[src/rtl/unary_add_pkg.sv]
// Shared types and constants for the unary adder scheduler.
// Pure definitions: no latency, no backpressure.
package unary_add_pkg;

    localparam int OPW          = 3;
    localparam int FLUSH_CYCLES = 2;
    localparam int DRAIN_MAX    = 9;
    localparam int CNTW         = 4;

    typedef enum logic [2:0] {
        IDLE,
        FEED,
        FLUSH,
        DRAIN,
        RESP
    } state_t;

    function automatic logic [OPW-1:0] sat_inc(input logic [OPW-1:0] v);
        return (&v) ? v : v + OPW'(1);
    endfunction

endpackage

[src/rtl/unary_rr_arb2.sv]
// Two-way round-robin arbiter; grant is combinational from valid and last_grant.
// Pointer moves only when the caller reports an accepted grant.
module unary_rr_arb2 (
    input  logic       clk,
    input  logic       rst_n,
    input  logic [1:0] valid,
    input  logic       take,
    input  logic       taken_id,
    output logic [1:0] grant
);

    logic last_grant;

    always_ff @(posedge clk or negedge rst_n) begin
        if (!rst_n) begin
            last_grant <= 1'b1;
        end else if (take) begin
            last_grant <= taken_id;
        end
    end

    // On a tie the requester not served last wins; reset value favours requester 0.
    always_comb begin
        grant = 2'b00;
        case (valid)
            2'b01:   grant = 2'b01;
            2'b10:   grant = 2'b10;
            2'b11:   grant = last_grant ? 2'b01 : 2'b10;
            default: grant = 2'b00;
        endcase
    end

endmodule

[src/rtl/unary_add_sched.sv]
// Arbitrates two requesters onto a unary adder: feed max(a,b), flush 2, drain until first 0.
// Latency ~ 2 + max(a,b) + 2 + drain cycles; rsp_ready low stalls in RESP with adder idle.
module unary_add_sched
    import unary_add_pkg::*;
(
    input  logic           clk,
    input  logic           rst_n,
    input  logic [1:0]     req_valid,
    output logic [1:0]     req_ready,
    input  logic [OPW-1:0] req0_a,
    input  logic [OPW-1:0] req0_b,
    input  logic [OPW-1:0] req1_a,
    input  logic [OPW-1:0] req1_b,
    output logic           rsp_valid,
    input  logic           rsp_ready,
    output logic           rsp_id,
    output logic [OPW-1:0] rsp_sum,
    output logic           rsp_carry,
    output logic           add_en,
    output logic           add_rw,
    output logic           add_a,
    output logic           add_b,
    input  logic           add_dout,
    input  logic           add_c
);

    state_t          state, state_nxt;
    logic [OPW-1:0]  a_left, a_left_nxt, b_left, b_left_nxt;
    logic [OPW-1:0]  sum_cnt, sum_nxt;
    logic            carry_seen, carry_nxt;
    logic [CNTW-1:0] cyc_cnt, cyc_nxt;
    logic            owner, owner_nxt;

    logic [1:0]      req_ready_nxt;
    logic            rsp_valid_nxt, rsp_id_nxt, rsp_carry_nxt;
    logic [OPW-1:0]  rsp_sum_nxt;
    logic            add_en_nxt, add_rw_nxt, add_a_nxt, add_b_nxt;

    logic [1:0]      grant;
    logic            xfer, take, done;
    logic [OPW-1:0]  op_a, op_b;

    assign xfer = |(req_valid & req_ready);

    unary_rr_arb2 u_arb (
        .clk      (clk),
        .rst_n    (rst_n),
        .valid    (req_valid),
        .take     (take),
        .taken_id (req_ready[1]),
        .grant    (grant)
    );

    // Output registers carry the values for the state being entered, so every port is a flop.
    always_comb begin
        state_nxt     = state;
        a_left_nxt    = a_left;
        b_left_nxt    = b_left;
        sum_nxt       = sum_cnt;
        carry_nxt     = carry_seen;
        cyc_nxt       = cyc_cnt;
        owner_nxt     = owner;
        req_ready_nxt = 2'b00;
        rsp_valid_nxt = rsp_valid;
        rsp_id_nxt    = rsp_id;
        rsp_sum_nxt   = rsp_sum;
        rsp_carry_nxt = rsp_carry;
        add_en_nxt    = 1'b0;
        add_rw_nxt    = 1'b0;
        add_a_nxt     = 1'b0;
        add_b_nxt     = 1'b0;
        take          = 1'b0;
        done          = 1'b0;
        op_a          = req_ready[1] ? req1_a : req0_a;
        op_b          = req_ready[1] ? req1_b : req0_b;

        case (state)
            IDLE: begin
                if (req_ready != 2'b00) begin
                    // Offer is open for exactly this cycle; operands only sampled on transfer.
                    if (xfer) begin
                        take       = 1'b1;
                        owner_nxt  = req_ready[1];
                        sum_nxt    = '0;
                        carry_nxt  = 1'b0;
                        add_en_nxt = 1'b1;
                        if (op_a == '0 && op_b == '0) begin
                            state_nxt = FLUSH;
                            cyc_nxt   = '0;
                        end else begin
                            state_nxt  = FEED;
                            add_a_nxt  = (op_a != '0);
                            add_b_nxt  = (op_b != '0);
                            a_left_nxt = (op_a != '0) ? op_a - OPW'(1) : op_a;
                            b_left_nxt = (op_b != '0) ? op_b - OPW'(1) : op_b;
                        end
                    end
                end else if (|req_valid) begin
                    req_ready_nxt = grant;
                end
            end

            FEED: begin
                carry_nxt  = carry_seen | add_c;
                add_en_nxt = 1'b1;
                if (a_left == '0 && b_left == '0) begin
                    state_nxt = FLUSH;
                    cyc_nxt   = '0;
                end else begin
                    add_a_nxt  = (a_left != '0);
                    add_b_nxt  = (b_left != '0);
                    a_left_nxt = (a_left != '0) ? a_left - OPW'(1) : a_left;
                    b_left_nxt = (b_left != '0) ? b_left - OPW'(1) : b_left;
                end
            end

            FLUSH: begin
                carry_nxt  = carry_seen | add_c;
                add_en_nxt = 1'b1;
                if (cyc_cnt == CNTW'(FLUSH_CYCLES - 1)) begin
                    state_nxt  = DRAIN;
                    add_rw_nxt = 1'b1;
                    cyc_nxt    = '0;
                end else begin
                    cyc_nxt = cyc_cnt + CNTW'(1);
                end
            end

            DRAIN: begin
                carry_nxt = carry_seen | add_c;
                // First sample predates the read command and is discarded.
                if (cyc_cnt != '0) begin
                    if (add_dout) sum_nxt = sat_inc(sum_cnt);
                    else          done    = 1'b1;
                end
                if (cyc_cnt == CNTW'(DRAIN_MAX - 1)) done = 1'b1;
                if (done) begin
                    state_nxt     = RESP;
                    rsp_valid_nxt = 1'b1;
                    rsp_id_nxt    = owner;
                    rsp_sum_nxt   = sum_nxt;
                    rsp_carry_nxt = carry_nxt;
                end else begin
                    add_en_nxt = 1'b1;
                    add_rw_nxt = 1'b1;
                    cyc_nxt    = cyc_cnt + CNTW'(1);
                end
            end

            RESP: begin
                if (rsp_ready) begin
                    rsp_valid_nxt = 1'b0;
                    state_nxt     = IDLE;
                end
            end

            default: state_nxt = IDLE;
        endcase
    end

    always_ff @(posedge clk or negedge rst_n) begin
        if (!rst_n) begin
            state      <= IDLE;
            a_left     <= '0;
            b_left     <= '0;
            sum_cnt    <= '0;
            carry_seen <= 1'b0;
            cyc_cnt    <= '0;
            owner      <= 1'b0;
            req_ready  <= 2'b00;
            rsp_valid  <= 1'b0;
            rsp_id     <= 1'b0;
            rsp_sum    <= '0;
            rsp_carry  <= 1'b0;
            add_en     <= 1'b0;
            add_rw     <= 1'b0;
            add_a      <= 1'b0;
            add_b      <= 1'b0;
        end else begin
            state      <= state_nxt;
            a_left     <= a_left_nxt;
            b_left     <= b_left_nxt;
            sum_cnt    <= sum_nxt;
            carry_seen <= carry_nxt;
            cyc_cnt    <= cyc_nxt;
            owner      <= owner_nxt;
            req_ready  <= req_ready_nxt;
            rsp_valid  <= rsp_valid_nxt;
            rsp_id     <= rsp_id_nxt;
            rsp_sum    <= rsp_sum_nxt;
            rsp_carry  <= rsp_carry_nxt;
            add_en     <= add_en_nxt;
            add_rw     <= add_rw_nxt;
            add_a      <= add_a_nxt;
            add_b      <= add_b_nxt;
        end
    end

endmodule

[config.mk]
export PLATFORM = sky130hd
export DESIGN_NAME = unary_add_sched
export DESIGN_NICKNAME = d
export VERILOG_FILES = /design/src/rtl/unary_add_pkg.sv /design/src/rtl/unary_rr_arb2.sv /design/src/rtl/unary_add_sched.sv
export SDC_FILE = /design/constraint.sdc
export NUM_CORES = 1
export LEC_CHECK = 0
export ABC_AREA = 0
export BUFFER_PORTS_ARGS = -buffer_cell sky130_fd_sc_hd__buf_2
export CELL_PAD_IN_SITES_DETAIL_PLACEMENT = 1
export CELL_PAD_IN_SITES_GLOBAL_PLACEMENT = 1
export CORE_MARGIN = 5
export CORE_UTILIZATION = 30
export DETAILED_ROUTE_END_ITERATION = 6
export PLACE_DENSITY = 0.61
export SYNTH_ARGS = -nofsm -noshare
export SYNTH_HDL_FRONTEND = slang
export SYNTH_SLANG_ARGS = --single-unit
[constraint.sdc]
create_clock -name clk -period 2.5 [get_ports clk]
set_input_delay 0.375 -clock clk [delete_from_list [all_inputs] [get_ports clk]]
set_output_delay 0.375 -clock clk [all_outputs]
set_load 0.005 [all_outputs]
**Word level (Yosys, flattened, before mapping)**

Cells that the tools add are included.

- Output and inout bits: 12
- Bits in registers: 31

- Add/sub/neg operators: 6
- Reductions and logical operators: 32
- Bitwise gates (word level): 2
- Muxes and demuxes: 69
- Equality and inequality tests: 21

Operator list:

| kind | count |
|---|---|
| two-way mux 3 bit | 25 |
| two-way mux 4 bit | 6 |
| inequality test 2 bit, second input constant | 12 |
| AND reduction 6 bit | 4 |
| two-way mux 1 bit | 21 |
| one-hot mux 3 bit (2 select lines) | 3 |
| one-hot mux 4 bit (4 select lines) | 1 |
| zero test 3 bit | 5 |
| one-hot mux 3 bit (5 select lines) | 1 |
| AND reduction 3 bit | 5 |
| nonzero test 3 bit | 4 |
| subtractor 3 x 1 -> 3 bit, second input constant | 4 |
| two-way mux 2 bit | 5 |
| one-hot mux 1 bit (2 select lines) | 5 |
| nonzero test 2 bit | 5 |
| nonzero test 4 bit | 2 |
| equality test 3 x 2 -> 1 bit, second input constant | 2 |
| one-hot mux 2 bit (3 select lines) | 1 |
| OR reduction 2 bit | 3 |
| adder 4 x 1 -> 4 bit, second input constant | 1 |
| equality test 2 bit, second input constant | 2 |
| equality test 4 x 1 -> 1 bit, second input constant | 1 |
| equality test 4 bit, second input constant | 1 |
| adder 3 x 1 -> 3 bit, second input constant | 1 |
| other kinds (9) | 10 |

**Depth between registers and ports, before layout**

Gate-level depths: netlist of the first run.

- Depth after elaboration: 7
- Mapped depth: 9

**Hierarchy**

From an unflattened synthesis of the first run, not the netlist that was laid out.

- Cells, all modules: 206
- Area total of the unflattened synthesis: 1956.9 µm²

Modules (own cells, without submodules):

| module | area an instance (µm²) | sequential area each (µm²) | instances | cells an instance |
|---|---|---|---|---|
| unary_add_sched | 1895.6 | 750.7 | 1 | 200 |
| unary_rr_arb2 | 61.3 | 26.3 | 1 | 6 |

**Least setup slack after synthesis of the first run**

No wires, ideal clock.

- Kind: reg-to-reg
- Start point: reg req_ready[1]
- End point: reg cyc_cnt[2]
- Buffers on the path: 1
- Library setup time: 118 ps
- Data arrival time: 2066 ps
- Required time: 2382 ps
- Setup slack: 316 ps
- Stages on the path, launching flop included: 10
- Cells stage by stage: dfrtp_1 > buf_2 > mux2i_1 > ha_1 > ha_1 > a211o_1 > nand3_1 > o32ai_2 > o21ai_1 > a21o_1

- Word-level cells in the longest chain between the ends: 5

RTL lines:

| what | line | RTL |
|---|---|---|
| start: declaration | unary_add_sched.sv:9 | `output logic [1:0] req_ready,` |
| start signal: assignment | unary_add_sched.sv:187 | `req_ready <= req_ready_nxt;` |
| two-way mux 3 bit, on equally long branches | unary_add_sched.sv:74, unary_add_sched.sv:75 |  |
| zero test 3 bit | unary_add_sched.sv:87 | `if (op_a == '0 && op_b == '0) begin` |
| logical AND 1 bit | unary_add_sched.sv:87 |  |
| inequality test 2 bit (no source line) | n/a |  |
| AND reduction 6 bit (no source line) (*) | n/a |  |
| end signal: assignment | unary_add_sched.sv:185 | `cyc_cnt <= cyc_nxt;` |
| end: declaration | unary_add_sched.sv:31 | `logic [CNTW-1:0] cyc_cnt, cyc_nxt;` |

Mark *: on every way between the ends. The rest lies on a longest branch, timed or not.
A chain may end at the register's enable or synchronous reset.

**Worst setup path in the final report of the first run**

Same ends and word-level chain as after synthesis.

==> results of run 1 <==
## per-layer routing
| layer | GRT usage (%) | share of wire [%] |
|---|---|---|
| met5 | 0 | 0 |
| met3 | 4.33 | 4.9 |
| met1 | 15.7 | 48 |
| met4 | 2.93 | 0.87 |
| met2 | 18.4 | 46 |
## power by group through the flow
| stage | clock (mW) | sequential [mW] | combinational [mW] |
|---|---|---|---|
| 2_1_floorplan | 0 | 0.859 | 1.22 |
| 6_report | 0.413 | 0.899 | 1.46 |
| 4_1_cts | 0.428 | 0.901 | 1.49 |
| 3_5_place_dp | 0 | 0.911 | 1.48 |
| 5_1_grt | 0.456 | 0.935 | 1.67 |
| 3_3_place_gp | 0 | 0.905 | 1.47 |
## flip-flops by register name, summed over array words and instances, names as in the netlist
register / cells
b_left: 3
rsp_sum: 3
owner: 1
add_b: 1
a_left: 3
rsp_carry: 1
req_ready: 2
add_en: 1
sum_cnt: 3
rsp_valid: 1
add_a: 1
cyc_cnt: 4
rsp_id: 1
state: 3
carry_seen: 1
add_rw: 1
u_arb.last_grant: 1
## layout make-up
cell class | instances | area (sq um) | share of cell area, %
Multi-Input combinational cell | 142 | 1060 | 47.0
Sequential cell | 31 | 778 | 34.5
Timing Repair Buffer | 32 | 165 | 7.33
Tap cell | 77 | 96.3 | 4.27
Clock buffer | 7 | 86.3 | 3.83
Inverter | 17 | 63.8 | 2.83
Clock inverter | 1 | 5.00 | 0.222
## how the worst max path moves through the flow
stage                            from                     end  slack (ns)  cells past startpoint
3_3_place_gp   req_ready[1]$_DFF_PN0_  cyc_cnt[2]$_DFFE_PN0P_        0.23                      8
5_1_grt        req_ready[1]$_DFF_PN0_  cyc_cnt[2]$_DFFE_PN0P_        0.03                      8
4_1_cts        req_ready[1]$_DFF_PN0_  cyc_cnt[2]$_DFFE_PN0P_        0.09                      8
6_report       req_ready[1]$_DFF_PN0_  cyc_cnt[2]$_DFFE_PN0P_        0.22                      8
2_1_floorplan  req_ready[1]$_DFF_PN0_  cyc_cnt[2]$_DFFE_PN0P_        0.32                      9
3_5_place_dp   req_ready[1]$_DFF_PN0_  cyc_cnt[2]$_DFFE_PN0P_         0.1                      8
## synthesized netlist by cell type (2+ instances only)
cell and number:
nand3_1 3, nor4_1 2, ha_1 15, nand2b_1 3
nand2_1 14, nor3_1 3, mux2i_1 10, nor2b_1 2
o21ai_0 9, a21o_1 3, o22ai_1 2, mux2_2 3
or2_1 2, nor2_1 12, inv_1 17, buf_4 3
xnor2_1 2, a31oi_1 2, a22oi_1 2, clkbuf_4 2
o211ai_1 2, and3_1 3, nor3b_1 2, a21oi_1 13
o21ai_1 5, nor2_2 2, dfrtp_1 30
## cell families (layout without fill, tap and decap cells)
| group | Yosys count | after routing | synth area share, % |
|---|---|---|---|
| buf+inv | 25 | 57 | 6.20 |
| compound gates | 56 | 56 | 21.2 |
| flops | 31 | 31 | 39.7 |
| simple gates | 54 | 54 | 14.6 |
| xor+xnor | 3 | 3 | 1.34 |
| fa+ha+maj | 15 | 15 | 9.58 |
| mux | 14 | 14 | 7.41 |
## critical path: cells and delay by family, from the launching register on
family                     cells  cell delay (ns)
AOI/OAI and AO/OA              4             0.79
adders and majority gates      2             0.48
DFF                            1             0.46
muxes                          1             0.32
and+or+nand+nor                1             0.12
## stage by stage
step	hold slack, ns	area [sq um]
2_1_floorplan	0.0794	1960
3_3_place_gp	0.463	2160
3_5_place_dp	0.475	2160
4_1_cts	0.179	2250
5_1_grt	0.209	2250
6_report	0.144	2250
## what timing repair did
item | in CTS | in global routing
buffers inserted | 0 | 0
endpoints found under the setup margin | 0 | 4
hold endpoints to repair | 0 | 0
resized for setup | 0 | 1
==> metrics.txt, run 1 <==
fillers 738; Die X 90.8 um; Hold Fails Final Rpt 0; Slew @ Worst Pin 0.730 ns; HP Class in -> async; Final ANT Viol Nets 0; minimum clock period 2.28 ns; commonest non-fill, non-tap cell in the layout buf_2; clock network fraction of total power 14.9%; Yosys warnings 0; IR drop worst, VDD 0.000447 V; largest net degree at the start of global routing 32; Final GP Congestion 0.754; average wire per standard cell 14.9 um; Post-Syn Area 1960 sq um; Critical Setup Path Class reg -> reg; Final Cycle Share 91.2%; first-pass GRT wire length 7950 um; GRT Total Usage 11.9%; Critical-path top delay cell dfrtp_2; Fmax 439 MHz; R2R Setup Slk 0.22 ns; Synth area leader dfrtp_1; Post-Syn Instances 198; initial antenna violation count 0; drt pass-1 iters 4; DR iter-0 viols 41; H-tree Lvls 2; layout cells sized above 1 24.8%; worst rel slew slack 51.4%; DIE HEIGHT 90.8 um; Pwr Density 1230 nW/um^2; vias in the first global route 1626; clk root buf clkbuf_8; Leak 1.05 nW; Sink Count 31; Post-synth EDFFs 0; RR Endpoint cyc_cnt[2]$_DFFE_PN0P_; Comb pwr share 52.7%; Crit Path Max Fanout 7; Async S/R FF share, synth 100%; Internal Power 1.57 mW; worst r2r src req_ready[1]$_DFF_PN0_; IO Port Bufs 30; Worst-path clk slew 0.07 ns; top-area cell type share of the netlist area 38.3%; Sw Ratio 43.5%; core box area 6350 sq um; Non-Filler Instances 307; layout net count 263; Setup violations, final 0; vias 1556; number of max-cap violations 0; Syn Area/Cell 9.89 sq um; CTS tree done; clock skew 0.0119 ns; critical path's largest stage delay 0.46 ns; Post-CTS Hold Fix Bufs 0; Synth area leaders dfrtp_1 38%, ha_1 9.6%, mux2i_1 5.1%, a21oi_1 3.3%, inv_1 3.3%; Yosys reg bits 31; RSZ-0062 raised after global routing no; worst r2r path cells 8; Critical Path AT 2.46 ns; Seq/Total Area, Yosys 39.7%; WP data required 2.68 ns; CP endpoint kind flip-flop; row count 29; Ports 31; Post-Place Setup Slack 0.0988 ns; post-layout total power 2.77 mW; worst-skew pair later-pin latency 0.29 ns; total grt overflow 0; most frequent cells in the layout 30 x buf_2, 29 x dfrtp_1, 17 x inv_1, 15 x ha_1, 14 x nand2_1; P&R area growth vs syn 15.1%; clk buf depth 2; DPL Wire Length 3460 um; fin. max-slew vios 0; Syn Nets 232; status completed; Ant. Diodes 0; DRC violations left 0; Routed WL 4570 um; most numerous cell on the critical path ha_1; setup TNS 0 ns; die area 8240 sq um; Initial Util 30.8%; Yosys cell types 57; CTS Buf Count 5; Util after Layout 35.5%; setup slack after layout 0.220 ns; worst path cell trace mux2i_1, ha_1, ha_1, a211o_1, nand3_1, o32ai_2, o21ai_1, a21o_1; ys flop type dfrtp_1; Via density 5.07; CP Launch Type flip-flop; placed cell count 299; Seq pwr share 32.4%; NetSw 1.21 mW
(Power assumes the default switching activity.)
==> run 2, diff against run 1 <==
PLACE_DENSITY = 0.62   (was 0.61)
SYNTH_HIERARCHICAL = 1   (was default)
==> run 2 against run 1 <==
Effect of this change:
- synthesized cell count grew 4.0%
- critical path depth unchanged
- via count down 1.1%
- critical endpoint unchanged
- power shrank 4.0%
- non-clock buffer count is 2 higher
- combinational power is 12% lower
- setup slack better by 0.0030 ns
- largest power group unchanged
==> metrics.txt, run 2 <==
Die X 90.8 um (about the same); P&R area growth vs syn 15.7%; most frequent cell after synthesis dfrtp_1; Compound-Gate Fraction of Synth Area 17.7% (-3.4 points); max reg flops 4 (unchanged); Syn Area/Cell 9.50 sq um (-3.9%); Final Cycle Share 91.1% (-0.12 points); Worst-path clk slew 0.07 ns (about the same); die area 8240 sq um (about the same); setup TNS 0 ns (unchanged); fin. max-slew vios 0 (unchanged); post-route cell area 2260 sq um (+0.39%); Synth Area in Adders 9.59% (about the same); total grt overflow 0 (unchanged); main combinational cell family by area after synthesis compound AO/OA/AOI/OAI gates; Post-Place Setup Slack 0.192 ns (+0.0934 ns); IR drop worst, VDD 0.000369 V (-18%); DRC violations left 0 (unchanged); top-area cell type share of the netlist area 38.4% (about the same); Routed WL 4590 um (+0.31%); Slew @ Worst Pin 0.747 ns (+0.0172 ns); Async S/R FF share, synth 100% (unchanged); Initial Util 30.8% (about the same); Sink Count 31 (unchanged); area post-placement 2170 sq um (+0.46%); Final ANT Viol Nets 0 (unchanged); Post-Syn Instances 206 (+4.0%); Synth Area in XOR/XNOR 2.24% (+0.90 points); status completed; Yosys reg bits 31 (unchanged); post-synthesis mux area share 6.52% (-0.89 points); largest net degree at the start of global routing 32 (unchanged); Fmax 439 MHz (+0.13%); core box area 6350 sq um (unchanged); number of max-cap violations 0 (unchanged); clock skew 0.00569 ns (-0.00620 ns); Post-CTS Hold Fix Bufs 0 (unchanged); Util after Layout 35.6% (+0.14 points); Ports 31 (unchanged); DIE HEIGHT 90.8 um (about the same); Crit Path Max Fanout 6 (-1); first-pass GRT wire length 8000 um (+0.62%); CTS Buf Count 5 (unchanged); Hold Fails Final Rpt 0 (unchanged); RSZ-0062 raised after global routing no; Non-Filler Instances 317 (+3.3%); average wire per standard cell 14.5 um (-2.9%); row count 29 (unchanged); worst-skew pair later-pin latency 0.28 ns (about the same); drt pass-1 iters 6 (+2); vias 1539 (-1.1%); Critical Path AT 2.42 ns (-0.04 ns); Final GP Congestion 0.735 (-2.5%); DPL Wire Length 3450 um (-0.27%); Post-synth EDFFs 0 (unchanged); Yosys cell types 47 (-18%); Seq/Total Area, Yosys 39.7% (about the same); simple-gate share of the synthesized area 17.1% (+2.4 points); hold_ws 0.154 ns (+0.00978 ns); ys flop type dfrtp_1; # resized after CTS 0 (unchanged); Syn Nets 240 (+3.4%); Ant. Diodes 0 (unchanged); CTS tree done; vias in the first global route 1689 (+3.9%); clk buf depth 2 (unchanged); commonest cells in the netlist 30 x dfrtp_1, 20 x inv_1, 17 x nand2_1; Yosys warnings 6 (+6); Pwr Density 1180 nW/um^2 (-4.4%); Via density 4.85 (-4.2%); layout net count 273 (+3.8%); CP endpoint kind flip-flop; Setup violations, final 0 (unchanged); IO Port Bufs 30 (unchanged); Post-Syn Area 1960 sq um (about the same); Synth area leader dfrtp_1; WP data required 2.64 ns (-0.04 ns); initial antenna violation count 0 (unchanged); minimum clock period 2.28 ns (-0.00300 ns); HP Class in -> async; Leak 1.11 nW (+6.1%); DR iter-0 viols 80 (+95%); Critical Setup Path Class reg -> reg; layout cells sized above 1 22.5% (-2.3 points); GRT Total Usage 12.0% (+0.13 points); Largest Register cyc_cnt; clk root buf clkbuf_8; setup repair bufs after CTS 0 (unchanged); setup slack after layout 0.223 ns (+0.00300 ns); CP Launch Type flip-flop; worst rel slew slack 50.2% (-1.1 points); most frequent cells in the layout 30 x dfrtp_1, 30 x buf_2, 20 x inv_1, 17 x nand2_1; placed cell count 309 (+3.3%); H-tree Lvls 2 (unchanged); Synth area leaders dfrtp_1 38%, ha_1 9.6%, mux2i_1 4.6%, inv_1 3.8%, a21oi_1 3.6%; post-layout total power 2.66 mW (-4.0%)
run 2: logic make-up after synthesis:
| logic type | after synthesis |
|---|---|
| muxes | 12 |
| adders and majority gates | 15 |
| xor gates and xnor gates | 5 |
| and+or+nand+nor | 65 |
| AOI/OAI and AO/OA | 49 |
| DFF | 31 |
| buffers and inverters | 29 |
run 2: final timing paths:
kind	from	cells past startpoint	end	slack [ns]
min in group clk	add_c	3	carry_seen$_DFFE_PN0P_	0.38
worst min register to register	u_arb/last_grant$_DFFE_PN1P_	2	u_arb/last_grant$_DFFE_PN1P_	0.50
worst max register to register	req_ready[1]$_DFF_PN0_	8	cyc_cnt[2]$_DFFE_PN0P_	0.22
worst max-delay path	req_ready[1]$_DFF_PN0_	8	cyc_cnt[2]$_DFFE_PN0P_	0.22
max in group asynchronous	rst_n	1	add_a$_DFF_PN0_	1.87
worst min-delay path	rst_n	1	cyc_cnt[0]$_DFFE_PN0P_	0.15
run 2: layout make-up:
class                      instances  area, sq um
fill                             760         4090
multi-input combinational        146         1040
sequential                        31          777
timing repair buffer              34          180
tap                               77         96.3
clock buffer                       7         86.3
inverter                          21         78.8
clock inverter                     1         5.00
run 2: critical path: stages, from the launching register on:
cell and delay (ns):
dfrtp_1 0.50, mux2i_1 0.32, ha_1 0.25, ha_1 0.24
nand2_1 0.11, nand2_1 0.08, nand2_1 0.06, a311oi_2 0.37
o21ai_0 0.18
run 2: metal layers:
metal	vias up	wire, um	global-route usage, %
met2	20	2180	19.3
met4	0	63	4.84
met1	743	2180	15.2
li1	772	-	-
met5	-	0	0
met3	4	164	3.25
run 2: power by group:
group / total (mW) / internal, mW / switching, mW / leakage, nW
sequential: 0.955 / 0.732 / 0.224 / 0.377
combinational: 1.29 / 0.600 / 0.689 / 0.687
clock: 0.418 / 0.222 / 0.196 / 0.0482
total: 2.66 / 1.55 / 1.11 / 1.11
==> run 3, diff against run 2 <==
CORE_UTILIZATION = 43   (was 30)
CTS_CLUSTER_SIZE = 14   (was default)
PLACE_DENSITY = 0.76   (was 0.62)
==> run 3 against run 2 <==
Effect of this change:
- flip-flop and latch count stayed put
- first-iteration DRC count is 28% lower
- critical path depth stayed put
- sequential power is 2% higher
- die area is 27% lower
- combinational power hardly changed
- via count is 1.0% higher
- count of clock-buffer cells in the layout is 1 lower
- clock skew hardly changed
- hold slack worse by 0.018 ns
- sequential share of layout area is 0.23 points higher
- critical endpoint unchanged
- highest routed layer unchanged
==> metrics.txt, run 3 (synthesis results as in run 2) <==
status completed; layout net count 272 (-0.37%); CTS tree done; # resized after CTS 0 (unchanged); Non-Filler Instances 291 (-8.2%); drt pass-1 iters 4 (-2); Comb pwr share 46.1% (-2.3 points); clk root buf clkbuf_8; Setup violations, final 0 (unchanged); Critical Setup Path Class reg -> reg; met2 wire length 2130 um (-2.2%); Hold Fails Final Rpt 0 (unchanged); vias 1555 (+1.0%); setup TNS 0 ns (unchanged); DRC violations left 0 (unchanged); most frequent cells in the layout 30 x buf_2, 29 x dfrtp_1, 20 x inv_1, 17 x nand2_1; GRT Total Usage 15.6% (+3.6 points); WP data required 2.64 ns (about the same); length of routed met3 wiring 213 um (+30%); average wire per standard cell 15.4 um (+6.7%); Initial Util 44.6% (+14 points); HP Class in -> async; clock skew 0.00562 ns (-0.0000674 ns); Routed WL 4490 um (-2.0%); DIE HEIGHT 77.5 um (-15%); Crit Path Max Fanout 7 (+1); Worst-path clk slew 0.07 ns (about the same); CP endpoint kind flip-flop; CTS Buf Count 5 (unchanged); Post-CTS Hold Fix Bufs 0 (unchanged); DPL Wire Length 3340 um (-3.1%); Pwr Density 1230 nW/um^2 (+4.3%); initial antenna violation count 0 (unchanged); die area 6000 sq um (-27%); Critical Path AT 2.35 ns (-0.07 ns); total grt overflow 0 (unchanged); minimum clock period 2.21 ns (-0.0630 ns); Sink Count 31 (unchanged); placed cell count 283 (-8.4%); setup repair bufs after CTS 0 (unchanged); layout cells sized above 1 23.0% (+0.51 points); first-pass GRT wire length 7740 um (-3.2%); Max Used Layer met4; CP Launch Type flip-flop; clock network fraction of total power 18.6% (+2.9 points); row count 24 (-17%); Ant. Diodes 0 (unchanged); fin. max-slew vios 0 (unchanged); NetSw 1.12 mW (+0.89%); Final Cycle Share 88.6% (-2.5 points); Via density 5.34 (+10%); largest net degree at the start of global routing 32 (unchanged); vias in the first global route 1617 (-4.3%); hold_ws 0.136 ns (-0.0179 ns); post-route cell area 2250 sq um (-0.50%); DR iter-0 viols 58 (-28%); Die X 77.5 um (-15%); Sw Ratio 40.5% (-1.2 points); worst-skew pair later-pin latency 0.28 ns (about the same); max reg flops 4 (unchanged); Met1 Wirelength 2110 um (-3.3%); Largest Register cyc_cnt; number of max-cap violations 0 (unchanged); H-tree Lvls 2 (unchanged); commonest non-fill, non-tap cell in the layout buf_2; Fmax 452 MHz (+2.8%); Seq pwr share 35.3% (-0.6 points); Leak 1.12 nW (+0.59%); Internal Power 1.64 mW (+5.8%); worst rel slew slack 52.9% (+2.7 points); core box area 4380 sq um (-31%); IR drop worst, VDD 0.000503 V (+36%); P&R area growth vs syn 15.1%; IO Port Bufs 30 (unchanged); clk buf depth 2 (unchanged); area post-placement 2130 sq um (-1.8%); Final ANT Viol Nets 0 (unchanged); Final GP Congestion 0.752 (+2.4%); RSZ-0062 raised after global routing no; Slew @ Worst Pin 0.706 ns (-0.0409 ns); Ports 31 (unchanged)
## run 3: stage by stage
step / setup WS (ns) / power, mW / util, %
floorplan: 0.479 / 1.91 / -
global placement: 0.296 / 2.21 / 48.7
detailed placement: 0.239 / 2.26 / 48.7
CTS: 0.155 / 2.80 / 51.3
global route: 0.0823 / 3.02 / 51.4
finish: 0.286 / 2.76 / 51.4
## run 3: cell type report
| type | count | area (sq um) |
|---|---|---|
| tap | 52 | 65.1 |
| inverter | 21 | 78.8 |
| fill | 528 | 2130 |
| clock buffer | 6 | 82.6 |
| sequential | 31 | 778 |
| timing repair buffer | 33 | 173 |
| multi-input combinational | 146 | 1040 |
| clock inverter | 2 | 35.0 |
## run 3: worst paths after layout
kind	start	endpoint	slack, ns	cells after the start
worst max-delay path	req_ready[1]$_DFF_PN0_	cyc_cnt[2]$_DFFE_PN0P_	0.29	8
min in group clk	add_c	rsp_carry$_DFFE_PN0P_	0.40	3
max in group asynchronous	rst_n	req_ready[1]$_DFF_PN0_	1.86	1
worst min register to register	u_arb/last_grant$_DFFE_PN1P_	u_arb/last_grant$_DFFE_PN1P_	0.49	2
worst min-delay path	rst_n	sum_cnt[1]$_DFFE_PN0P_	0.14	1
worst max register to register	req_ready[1]$_DFF_PN0_	cyc_cnt[2]$_DFFE_PN0P_	0.29	8
## run 3: power groups by stage
stage | Clock, mW | Sequential [mW] | Combinational (mW)
after global placement | 0 | 0.969 | 1.24
after CTS | 0.522 | 0.974 | 1.30
after floorplan | 0 | 0.885 | 1.03
after global routing | 0.548 | 1.02 | 1.46
after detailed placement | 0 | 0.979 | 1.28
final | 0.514 | 0.974 | 1.27
## run 3: routing by layer
layer	global-route usage (%)	up-vias
li1	-	771
met4	4.64	0
met2	25.3	32
met3	3.70	4
met5	0	-
met1	20.8	748
## run 3: critical path, cell delays in order, from the launching register on
cell and delay [ns]:
dfrtp_2 0.49, mux2i_1 0.30, ha_1 0.25, ha_1 0.23, nand2_1 0.11, nand2_1 0.08
nand2_1 0.06, a311oi_2 0.38, o21ai_0 0.17
